==> src/rtl/puf_uart_pkg.sv <==
`default_nettype none
// ============================================================================
// puf_uart_pkg : shared state encoding, response codes and default timeouts
// Rev 1.0
// ============================================================================
package puf_uart_pkg;

    typedef enum logic [2:0] {
        ST_IDLE       = 3'd0,
        ST_COLLECT    = 3'd1,
        ST_EVAL       = 3'd2,
        ST_SEND       = 3'd3,
        ST_WAIT_TX_HI = 3'd4,
        ST_WAIT_TX_LO = 3'd5
    } state_e;

    localparam logic [7:0]  C_ASCII_ZERO         = 8'h30;
    localparam logic [7:0]  C_TIMEOUT_CODE       = 8'hEE;
    localparam int unsigned C_DEFAULT_BYTE_TIMEOUT = 100000;
    localparam int unsigned C_DEFAULT_PUF_TIMEOUT  = 1024;
    localparam int          C_IDX_W              = 5;

endpackage
`default_nettype wire

==> src/rtl/puf_timeout_counter.sv <==
`default_nettype none
// ============================================================================
// puf_timeout_counter : saturating up-counter with clear, enable, terminal count
// Rev 1.0
// ============================================================================
module puf_timeout_counter #(
    parameter int unsigned LIMIT = 1024
) (
    input  logic clk,
    input  logic rst,
    input  logic clear_i,
    input  logic enable_i,
    output logic tc_o
);

    localparam int C_CNT_W = $clog2(LIMIT + 1);

    logic [C_CNT_W-1:0] count_q;

    // Saturates at LIMIT so terminal count stays asserted until cleared
    always_ff @(posedge clk) begin
        if (rst || clear_i) begin
            count_q <= '0;
        end else if (enable_i && !tc_o) begin
            count_q <= count_q + 1'b1;
        end
    end

    assign tc_o = (count_q == C_CNT_W'(LIMIT));

endmodule
`default_nettype wire

==> src/rtl/puf_uart_sequencer.sv <==
`default_nettype none
// ============================================================================
// puf_uart_sequencer : collects a UART challenge frame, runs the PUF, sends bit
// Rev 1.0
// ============================================================================
module puf_uart_sequencer
    import puf_uart_pkg::*;
#(
    parameter int unsigned CHAL_BYTES   = 8,
    parameter int unsigned BYTE_TIMEOUT = C_DEFAULT_BYTE_TIMEOUT,
    parameter int unsigned PUF_TIMEOUT  = C_DEFAULT_PUF_TIMEOUT
) (
    input  logic                    clk,
    input  logic                    rst,
    input  logic                    received,
    input  logic [7:0]              rx_byte,
    input  logic                    recv_error,
    input  logic                    is_transmitting,
    output logic                    transmit,
    output logic [7:0]              tx_byte,
    output logic [8*CHAL_BYTES-1:0] challenge,
    output logic                    puf_start,
    input  logic                    puf_done,
    input  logic                    puf_response,
    output logic                    busy,
    output logic                    frame_error,
    output logic [7:0]              display_byte
);

    localparam logic [C_IDX_W-1:0] C_LAST_IDX = C_IDX_W'(CHAL_BYTES - 1);

    state_e                  state_q,       state_d;
    logic [C_IDX_W-1:0]      idx_q,         idx_d;
    logic [8*CHAL_BYTES-1:0] challenge_q,   challenge_d;
    logic [7:0]              tx_byte_q,     tx_byte_d;
    logic                    transmit_q,    transmit_d;
    logic                    puf_start_q,   puf_start_d;
    logic                    frame_error_q, frame_error_d;
    logic [7:0]              display_q,     display_d;

    logic w_byte_tc;
    logic w_puf_tc;
    logic w_store;

    puf_timeout_counter #(.LIMIT(BYTE_TIMEOUT)) u_byte_timer (
        .clk      (clk),
        .rst      (rst),
        .clear_i  ((state_q != ST_COLLECT) || received),
        .enable_i (state_q == ST_COLLECT),
        .tc_o     (w_byte_tc)
    );

    puf_timeout_counter #(.LIMIT(PUF_TIMEOUT)) u_puf_timer (
        .clk      (clk),
        .rst      (rst),
        .clear_i  (state_q != ST_EVAL),
        .enable_i (state_q == ST_EVAL),
        .tc_o     (w_puf_tc)
    );

    assign w_store = received && !recv_error &&
                     ((state_q == ST_IDLE) || (state_q == ST_COLLECT));

    always_comb begin
        state_d       = state_q;
        idx_d         = idx_q;
        challenge_d   = challenge_q;
        tx_byte_d     = tx_byte_q;
        transmit_d    = 1'b0;
        frame_error_d = frame_error_q;
        display_d     = received ? rx_byte : display_q;

        if (w_store) begin
            for (int k = 0; k < int'(CHAL_BYTES); k++) begin
                if (idx_q == C_IDX_W'(k)) begin
                    challenge_d[8*k +: 8] = rx_byte;
                end
            end
            idx_d = idx_q + 1'b1;
        end

        case (state_q)
            ST_IDLE: begin
                if (recv_error) begin
                    frame_error_d = 1'b1;
                end else if (received) begin
                    frame_error_d = 1'b0;
                    state_d       = (idx_q == C_LAST_IDX) ? ST_EVAL : ST_COLLECT;
                end
            end
            ST_COLLECT: begin
                if (recv_error || (!received && w_byte_tc)) begin
                    frame_error_d = 1'b1;
                    state_d       = ST_IDLE;
                end else if (received && (idx_q == C_LAST_IDX)) begin
                    state_d = ST_EVAL;
                end
            end
            ST_EVAL: begin
                if (puf_done) begin
                    tx_byte_d = C_ASCII_ZERO | {7'd0, puf_response};
                    state_d   = ST_SEND;
                end else if (w_puf_tc) begin
                    tx_byte_d     = C_TIMEOUT_CODE;
                    frame_error_d = 1'b1;
                    state_d       = ST_SEND;
                end
            end
            ST_SEND: begin
                if (!is_transmitting) begin
                    transmit_d = 1'b1;
                    state_d    = ST_WAIT_TX_HI;
                end
            end
            ST_WAIT_TX_HI: begin
                if (is_transmitting) begin
                    state_d = ST_WAIT_TX_LO;
                end
            end
            ST_WAIT_TX_LO: begin
                if (!is_transmitting) begin
                    state_d = ST_IDLE;
                end
            end
            default: state_d = ST_IDLE;
        endcase

        // A discarded or finished frame always restarts at byte 0
        if (state_d == ST_IDLE) begin
            idx_d = '0;
        end

        puf_start_d = (state_d == ST_EVAL) && (state_q != ST_EVAL);
    end

    always_ff @(posedge clk) begin
        if (rst) begin
            state_q       <= ST_IDLE;
            idx_q         <= '0;
            challenge_q   <= '0;
            tx_byte_q     <= 8'h00;
            transmit_q    <= 1'b0;
            puf_start_q   <= 1'b0;
            frame_error_q <= 1'b0;
            display_q     <= 8'h00;
        end else begin
            state_q       <= state_d;
            idx_q         <= idx_d;
            challenge_q   <= challenge_d;
            tx_byte_q     <= tx_byte_d;
            transmit_q    <= transmit_d;
            puf_start_q   <= puf_start_d;
            frame_error_q <= frame_error_d;
            display_q     <= display_d;
        end
    end

    assign transmit     = transmit_q;
    assign tx_byte      = tx_byte_q;
    assign challenge    = challenge_q;
    assign puf_start    = puf_start_q;
    assign busy         = (state_q != ST_IDLE);
    assign frame_error  = frame_error_q;
    assign display_byte = display_q;

endmodule
`default_nettype wire
==> config.mk <==
export PLATFORM = sky130hd
export DESIGN_NAME = puf_uart_sequencer
export DESIGN_NICKNAME = d
export VERILOG_FILES = /design/src/rtl/puf_uart_pkg.sv /design/src/rtl/puf_timeout_counter.sv /design/src/rtl/puf_uart_sequencer.sv
export SDC_FILE = /design/constraint.sdc
export NUM_CORES = 1
export LEC_CHECK = 0
export CORE_MARGIN = 1.5
export CORE_UTILIZATION = 55
export CTS_CLUSTER_DIAMETER = 40
export DETAILED_ROUTE_END_ITERATION = 10
export PLACE_DENSITY = 0.84
export SLEW_MARGIN = 0
export SYNTH_ARGS = -nofsm -noshare
export SYNTH_HDL_FRONTEND = slang
export SYNTH_SLANG_ARGS = --single-unit
==> constraint.sdc <==
create_clock -name clk -period 3.1 [get_ports clk]
set_input_delay 0.62 -clock clk [delete_from_list [all_inputs] [get_ports clk]]
set_output_delay 0.62 -clock clk [all_outputs]
set_load 0.03 [all_outputs]
==> results of run 1 <==
-- Yosys cell counts (4+ instances only) --
| cell type | instances | area [um^2] |
|---|---|---|
| sky130_fd_sc_hd__or4_1 | 7 | 52.55 |
| sky130_fd_sc_hd__o31ai_1 | 5 | 37.54 |
| sky130_fd_sc_hd__nor4_1 | 5 | 31.28 |
| sky130_fd_sc_hd__and3_1 | 4 | 25.02 |
| sky130_fd_sc_hd__o21ai_0 | 13 | 65.06 |
| sky130_fd_sc_hd__nand4_1 | 11 | 68.82 |
| sky130_fd_sc_hd__dfxtp_1 | 115 | 2302 |
| sky130_fd_sc_hd__mux2i_1 | 72 | 720.7 |
| sky130_fd_sc_hd__inv_1 | 15 | 56.30 |
| sky130_fd_sc_hd__clkbuf_1 | 21 | 78.83 |
| sky130_fd_sc_hd__and4_1 | 5 | 43.79 |
| sky130_fd_sc_hd__nor2_1 | 91 | 341.6 |
| sky130_fd_sc_hd__xor2_1 | 11 | 96.34 |
| sky130_fd_sc_hd__or3_1 | 9 | 56.30 |
| sky130_fd_sc_hd__ha_1 | 8 | 100.1 |
| sky130_fd_sc_hd__buf_1 | 10 | 37.54 |
| sky130_fd_sc_hd__nand3_1 | 10 | 50.05 |
| sky130_fd_sc_hd__xnor2_1 | 6 | 52.55 |
| sky130_fd_sc_hd__nand2_1 | 18 | 67.56 |
| sky130_fd_sc_hd__nor4_4 | 4 | 85.08 |
| sky130_fd_sc_hd__a21oi_1 | 28 | 140.1 |
| sky130_fd_sc_hd__buf_4 | 4 | 30.03 |
| sky130_fd_sc_hd__nand4b_1 | 4 | 35.03 |
| sky130_fd_sc_hd__nor3_1 | 5 | 25.02 |
-- area by class of cell --
type                       instances  share of cell area [%]
inverter                          15                  0.8684
clock inverter                    13                   2.644
timing repair buffer             110                   16.44
tap                              108                   2.084
clock buffer                      18                   6.600
multi-input combinational        344                   35.85
sequential                       115                   35.51
-- metrics by stage --
stage          std cells  total power [mW]  hold slack, ps  utilization [%]
3_3_place_gp         692             1.699           438.1            68.14
5_1_grt              723             3.744           491.0            75.08
2_1_floorplan        514             1.634           447.1                -
3_5_place_dp         692             1.701           443.5            68.14
6_report             723             3.652           448.8            75.08
4_1_cts              723             3.667           455.0            75.08
-- cells by family after synthesis --
family / Yosys count
multiplexers: 74
buffers and inverters: 55
AO/OA/AOI/OAI: 52
adder cells (fa/ha/maj): 8
AND/OR/NAND/NOR: 193
XOR/XNOR: 17
flip-flops: 115
-- power groups by stage --
stage | Combinational (mW) | Sequential [mW] | Clock [mW]
2_1_floorplan | 0.0762 | 1.56 | 0
6_report | 0.170 | 1.50 | 1.98
5_1_grt | 0.180 | 1.50 | 2.06
4_1_cts | 0.169 | 1.50 | 2.00
3_5_place_dp | 0.167 | 1.53 | 0
3_3_place_gp | 0.165 | 1.53 | 0
-- sequential cells by signal, indices dropped and copies added, names as in the netlist, 3 cells and up --
name and flops:
display_byte 8, state_q 3, u_byte_timer.count_q 17, tx_byte 4
challenge 64, idx_q 5, u_puf_timer.count_q 11
-- routing by layer --
layer	wire, um	part of all wire [%]	vias to the layer above	global-route usage [%]
li1	-	-	1949	-
met5	0	0	-	0
met4	218	1.8	0	10.93
met3	911	7.5	19	9.176
met2	5946	49	129	44.59
met1	5048	42	1941	30.13
-- how the worst max path moves through the flow --
stage               endpoint  slack [ps]  cells past startpoint
2_1_floorplan       idx_q[1]        1010                      5
3_3_place_gp   challenge[32]         560                      6
3_5_place_dp   challenge[44]         480                      6
4_1_cts                 busy         350                      3
5_1_grt                 busy         240                      3
6_report                busy         360                      3
-- worst max-delay path: cells and delay by family (launching register included) --
| family | cells | cell delay [ps] |
|---|---|---|
| buffers and inverters | 1 | 670 |
| and+or+nand+nor | 2 | 280 |
| DFF | 1 | 660 |
==> summary by stage, run 1 <==
Outcome
The flow ran to the end, and the final reports show no timing, DRC or antenna violations.

CTS
The CTS clock-pin slew for the worst setup and hold paths is 60 ps. The root buffer cell is sky130_fd_sc_hd__clkbuf_8. In this run, post-CTS repair resized a total of 0 instances. The clock latency on the worst-skew pair is 510 ps.

Clock tree synthesis inserted a total of 17 buffers. The clock tree from TritonCTS is done. The number of sinks on the clock net is 115. The number of hold-repair buffers added at the cts stage is 0. The number of setup buffers added after CTS is 0. The maximum clock path buffer count is 2. The H-tree generated during clock tree synthesis spans 4 levels.

Critical path
The data arrival at the endpoint of the critical path is 2120 ps. In this run the critical register-to-register path is captured at u_byte_timer.count_q[14]. STA puts the critical path data required time at 2480 ps.

The kind of end point of the critical path is an output pin. The setup check on the worst reg-to-reg path leaves a slack of 890 ps. The element type at the critical path start is a flip-flop.

In this run the worst path has a maximum fanout of 17. The slowest cell on the critical path is sky130_fd_sc_hd__clkdlybuf4s50_1. The category of the most critical setup path is reg2out.

The critical path goes through nor2_1, nand2_1, clkdlybuf4s50_1. The critical path launch point is state_q[2]. The source of the worst register-to-register timing path is state_q[2]. The path depth of the worst reg2reg path is 4.

The maximum single-stage delay on the critical path is 670 ps.

Power and ir drop
The internal power is 2.813 mW. The share of total power in sequential cells is 41.1%. The fraction of power consumed by the clock network is 54.2%.

Across the VDD grid, the largest voltage drop is 0.4084 mV. The analysis attributes to cell leakage a power of 2.465 nW. The fraction of power spent switching nets is 22.99%. Combinational cells account for 4.6% of the total power. The power density over the cells is 563.3 nW/um^2. The switching power total is 0.8397 mW.

Drt
The via density per instance is 5.585. The detailed router finished its first iteration with 163 violations. In the routed design, unresolved DRC markers number 0. Detailed routing inserted a total of 4038 vias.

In the final routed layout, each cell accounts on average for 16.77 um. The detail route stage leaves a number of antenna-violating nets equal to 0. For this run, the detailed router's first-pass iteration total came to 4. The wire length reported by the detailed router is 12.12 mm.

Floorplan
The die span in x is 97.01 um. In this run the vertical extent of the chip is 97.01 um. After floorplanning, the core was divided into 34 placement rows. The starting density of the core is 56.29%.

During I/O placement, the number of pins put on the boundary was 99. The area of the core is 8636 um^2. The floorplan step defined a die boundary enclosing 9411 um^2.

Hold path
The tightest min-delay check is of the reg2reg type. The end of the worst hold path is tx_byte[5]. The worst hold path was traced through 2 stages. The worst hold path begins at tx_byte[5].

STA
The final sum of negative setup slack is 0 ps. The final hold violation count is 0. For the pin with the worst max-slew slack, the measured transition is 784.3 ps. Setup violations remaining at the end of the flow were counted as 0.

The clock period could shrink to 2740 ps. Setup repair after global routing left no endpoint under its margin. The least setup slack across all paths after layout is 359.8 ps. For the final database, setup skew stands at 8.135 ps. After layout, the worst path uses 88.39% of the clock period. The timing-limited maximum frequency is 0.3649 GHz. The normalized max-slew margin is 47.71%. The count of pins over their slew limit is 0.

Placed design
The worst-case setup slack after placement is 481.3 ps. The post-detailed-placement cell area is 5884 um^2. Summed over all nets, the half-perimeter wirelength after detailed placement is 7.719 mm. The routability congestion estimate is 0.8401. In this run the tool buffered the top-level ports with 98 buffer cells.

Cells and area
The most common cell after layout, fill and taps aside is sky130_fd_sc_hd__dfxtp_1. The number of antenna diodes in the final layout is 0. The multi-input combinational cells in the finished layout cover a total of 2325 um^2. The sequential cells in the finished layout cover a total of 2302 um^2. The layout has 599 filler cells.

The final-stage net count is 626. In the layout the commonest cells are 115 x sky130_fd_sc_hd__dfxtp_1, 97 x sky130_fd_sc_hd__clkdlybuf4s50_1, 91 x sky130_fd_sc_hd__nor2_1. The area growth from synthesis to layout is 33.38%. Cells with a size suffix above 1 make up 8.943% of the layout. With fillers left out, the area of the finished cells amounts to 6484 um^2.

GRT
The number of antenna violations at the first check in global routing is 0. The first global-routing pass estimated 19.80 mm of wire. In the global route stage, overall resource usage came out at 26.30%. The maximum number of pins on one net before global-route repair is 81. The total congestion overflow is 0.

The number of global-route vias before repair was 4072.

Synthesis
A synthesized cell averages 9.457 um^2. The number of distinct library cells after synthesis is 47. After synthesis the netlist holds a flip-flop and latch count of 115. The most common flop cell mapped by yosys is sky130_fd_sc_hd__dfxtp_1.

During synthesis, Yosys emitted a total of 0 warnings. The share of synthesized area occupied by flip-flops and latches is 47.36%. After synthesis, the largest family of logic cells by area is simple AND/OR/NAND/NOR gates. Counting every net in the synthesized netlist gives 537. The area of the mapped netlist is 4861 um^2.

Summing the areas of all compound-gate instances in the mapped netlist gives 5.997% of the synthesized area. Of the total synthesized cell area, the portion taken by AND, OR, NAND and NOR gates is 21.42%. The share of flip-flops with an asynchronous set or reset is 0%. Of the total synthesized cell area, the portion taken by XOR and XNOR cells is 3.063%.

Of the post-synthesis cell area, the part taken by muxes is 15.29%. The post-synthesis adder-cell area fraction is 2.059%. The count of flip-flops with a built-in enable after synthesis is 0. The post-synthesis instance total is 514.

Run
Across the run, the number of max-cap violations was 0.
(Power assumes the default switching activity.)
==> run 2: changes to the inputs <==
--- a/config.mk
+++ b/config.mk
@@ -8,8 +8,9 @@
 export CORE_MARGIN = 1.5
 export CORE_UTILIZATION = 55
 export CTS_CLUSTER_DIAMETER = 40
+export CTS_CLUSTER_SIZE = 12
 export DETAILED_ROUTE_END_ITERATION = 10
-export PLACE_DENSITY = 0.84
+export PLACE_DENSITY = 0.82
 export SLEW_MARGIN = 0
 export SYNTH_ARGS = -nofsm -noshare
 export SYNTH_HDL_FRONTEND = slang
==> run 2 against run 1 <==
Net effect: sequential share of layout area grew 0.21 points; power shrank 4.9%; clock skew grew 2.5 ps; highest routed layer unchanged; final area shrank 0.60%; core utilization shrank 0.45 points; cell count grew 0.41%; register-to-register slack is essentially flat; worst hold slack gained 1.9 ps; largest cell class unchanged; global-route usage grew 0.47 points; setup slack gained 7.3 ps.
==> summary by stage, run 2 (synthesized netlist as in run 1, its figures left out) <==
GRT
The total congestion overflow is 0 (unchanged). The global-route wire length before repair is 20.22 mm (+2.1%). The global routing usage summed across all routing layers came to 26.77% (+0.47 points). The number of antenna violations at the first check in global routing is 0 (unchanged). The maximum number of pins on one net before global-route repair came to 43 (-47%).

The number of global-route vias before repair is 4191 (+2.9%).

CTS
The clock buffer count from CTS was 17 (unchanged). The root buffer cell is sky130_fd_sc_hd__clkbuf_8. The clock tree from TritonCTS is done. The number of hold-repair buffers added at the cts stage is 0 (unchanged).

The CTS clock-pin slew for the worst setup and hold paths was 60 ps (about the same). The number of sinks on the clock net is 115 (unchanged). The number of gates given a new drive strength after cts is 0 (unchanged). The H-tree depth is 4 (unchanged).

The clock latency on the worst-skew pair is 520 ps (about the same). The buffers inserted during post-CTS setup optimization is 0 (unchanged). The maximum clock path buffer count is 2 (unchanged).

Cells and area
The fraction of final layout cells with drive strength greater than 1 is 9.223% (+0.28 points). The area added between synthesis and finish is 32.59%. The final cell utilization of the core is 74.63% (-0.45 points).

The number of filler instances in the final layout came to 600 (+0.17%). The antenna cell count came to 0 (unchanged). The number of flip-flops in the largest register is 64 (unchanged). The final-stage net count is 628 (+0.32%).

In the layout the commonest cells are 115 x sky130_fd_sc_hd__dfxtp_1, 97 x sky130_fd_sc_hd__clkdlybuf4s50_1, 91 x sky130_fd_sc_hd__nor2_1. The total non-filler cell area in the finished layout is 6445 um^2 (-0.60%). The most common cell after layout, fill and taps aside is sky130_fd_sc_hd__dfxtp_1. The number of standard cells in the final layout excluding fillers is 726 (+0.41%).

Power and ir drop
The fraction of power spent switching nets is 24.34% (+1.4 points). The fraction of power consumed by the clock network was 51.8% (-2.4 points). The overall power of the completed layout was 3.474 mW (-4.9%).

The leakage power figure came to 2.456 nW (-0.38%). The share of total power in sequential cells is 43.3% (+2.2 points). The power density over the cells is 539.0 nW/um^2 (-4.3%). The combinational share of power was 4.9% (+0.3 points). The worst ir drop on vdd is 0.4082 mV (about the same). The switching power total came to 0.8457 mW (+0.72%). The internal power is 2.628 mW (-6.6%).

Placed design
The post-detailed-placement cell area came to 5899 um^2 (+0.26%). The half-perimeter wire length of the detailed placement result is 7.959 mm (+3.1%). The worst-case setup slack after placement is 497.6 ps (+16.26 ps). The port buffer count is 98 (unchanged). The total instance count after detailed placement came to 694 (+0.29%). The routability congestion estimate is 0.7992 (-4.9%).

Drt
The via density per instance is 5.602 (+0.30%). The number of nets still failing antenna checks after routing is 0 (unchanged). The overall via count from detail_route is 4067 (+0.72%). The iteration-0 DRC count of the detailed router is 192 (+18%). The number of DRC violations after detailed routing is 0 (unchanged). The final routed wire length divided by cell count was 16.88 um (+0.65%). The number of iterations in the first detailed-routing pass is 4 (unchanged). The wire length reported by the detailed router was 12.25 mm (+1.1%).

STA
Setup repair after global routing left no endpoint under its margin. The timing-limited maximum frequency is 0.3659 GHz (+0.27%). The least setup slack across all paths after layout came to 367.1 ps (+7.311 ps). The actual transition at the worst max-transition pin is 576.0 ps (-208.3 ps). The period utilization is 88.16% (-0.24 points). The normalized max-slew margin was 61.60% (+14 points). The final worst clock skew came to 10.68 ps (+2.549 ps). The final hold slack came to 450.7 ps (+1.930 ps). The count of pins over their slew limit came to 0 (unchanged).

The final hold violation count was 0 (unchanged). The number of endpoints failing setup at the final stage was 0 (unchanged). The clock period minus final worst setup slack was 2733 ps (-7.311 ps). The final sum of negative setup slack is 0 ps (unchanged).

Floorplan
The chip height came to 97.01 um (unchanged). The number of rows in the core area is 34 (unchanged). The die span in x is 97.01 um (unchanged). The starting density of the core is 56.29% (unchanged). The full die area is 9411 um^2 (unchanged). The top-level port count is 99 (unchanged). The area of the core was 8636 um^2 (unchanged).

Hold path
The depth of the worst hold-timing path was 2 (unchanged). The class of the tightest hold or removal check is reg2reg.

Outcome
The flow ran to the end, and the final reports show no timing, DRC or antenna violations.

Critical path
The largest fanout on the critical path is 17 (unchanged). The data arrival at the endpoint of the critical path is 2110 ps (about the same). The data required time at the worst endpoint came to 2480 ps (about the same). The worst setup path is launched from a flip-flop. The path depth of the worst reg2reg path is 4 (unchanged). The kind of end point of the critical path is an output pin. The setup path with the least slack is of type reg2out.

Run
The total of max-cap violations is 0 (unchanged).
==> run 2: layout make-up <==
cell class              count  area [um^2]  share of cell area [%]
clock inverters            14        127.6                   1.980
inverters                  15        56.30                  0.8736
flip-flops and latches    115         2302                   35.72
repair buffers            112         1081                   16.77
well taps                 108        135.1                   2.097
multi-input cells         344         2325                   36.07
clock buffers              18        417.9                   6.484
==> run 2: power groups by stage <==
stage | sequential (mW) | clock, mW | combinational [mW]
after global routing | 1.50 | 1.89 | 0.180
final | 1.50 | 1.80 | 0.170
after floorplan | 1.56 | 0 | 0.0762
after detailed placement | 1.53 | 0 | 0.168
after global placement | 1.53 | 0 | 0.166
after CTS | 1.50 | 1.81 | 0.170
==> run 2: final timing paths <==
path | from | to | slack, ps
max | state_q[2] | busy | 370
min | tx_byte[5] | tx_byte[5] | 450
max reg2reg | state_q[2] | u_byte_timer.count_q[16] | 890
min reg2reg | tx_byte[5] | tx_byte[5] | 450
==> run 2: worst max-delay path, stage by stage (launching register included) <==
cell,delay [ps]
sky130_fd_sc_hd__dfxtp_1,660
sky130_fd_sc_hd__nor2_1,160
sky130_fd_sc_hd__nand2_1,110
sky130_fd_sc_hd__clkdlybuf4s50_1,670
==> run 2: per-layer routing <==
| layer | track usage [%] | vias to the layer above | wire length [um] |
|---|---|---|---|
| met2 | 45.67 | 112 | 6104 |
| met1 | 29.95 | 1979 | 5086 |
| met5 | 0 | - | 0 |
| met3 | 11.56 | 17 | 901 |
| met4 | 8.807 | 0 | 159 |
| li1 | - | 1959 | - |
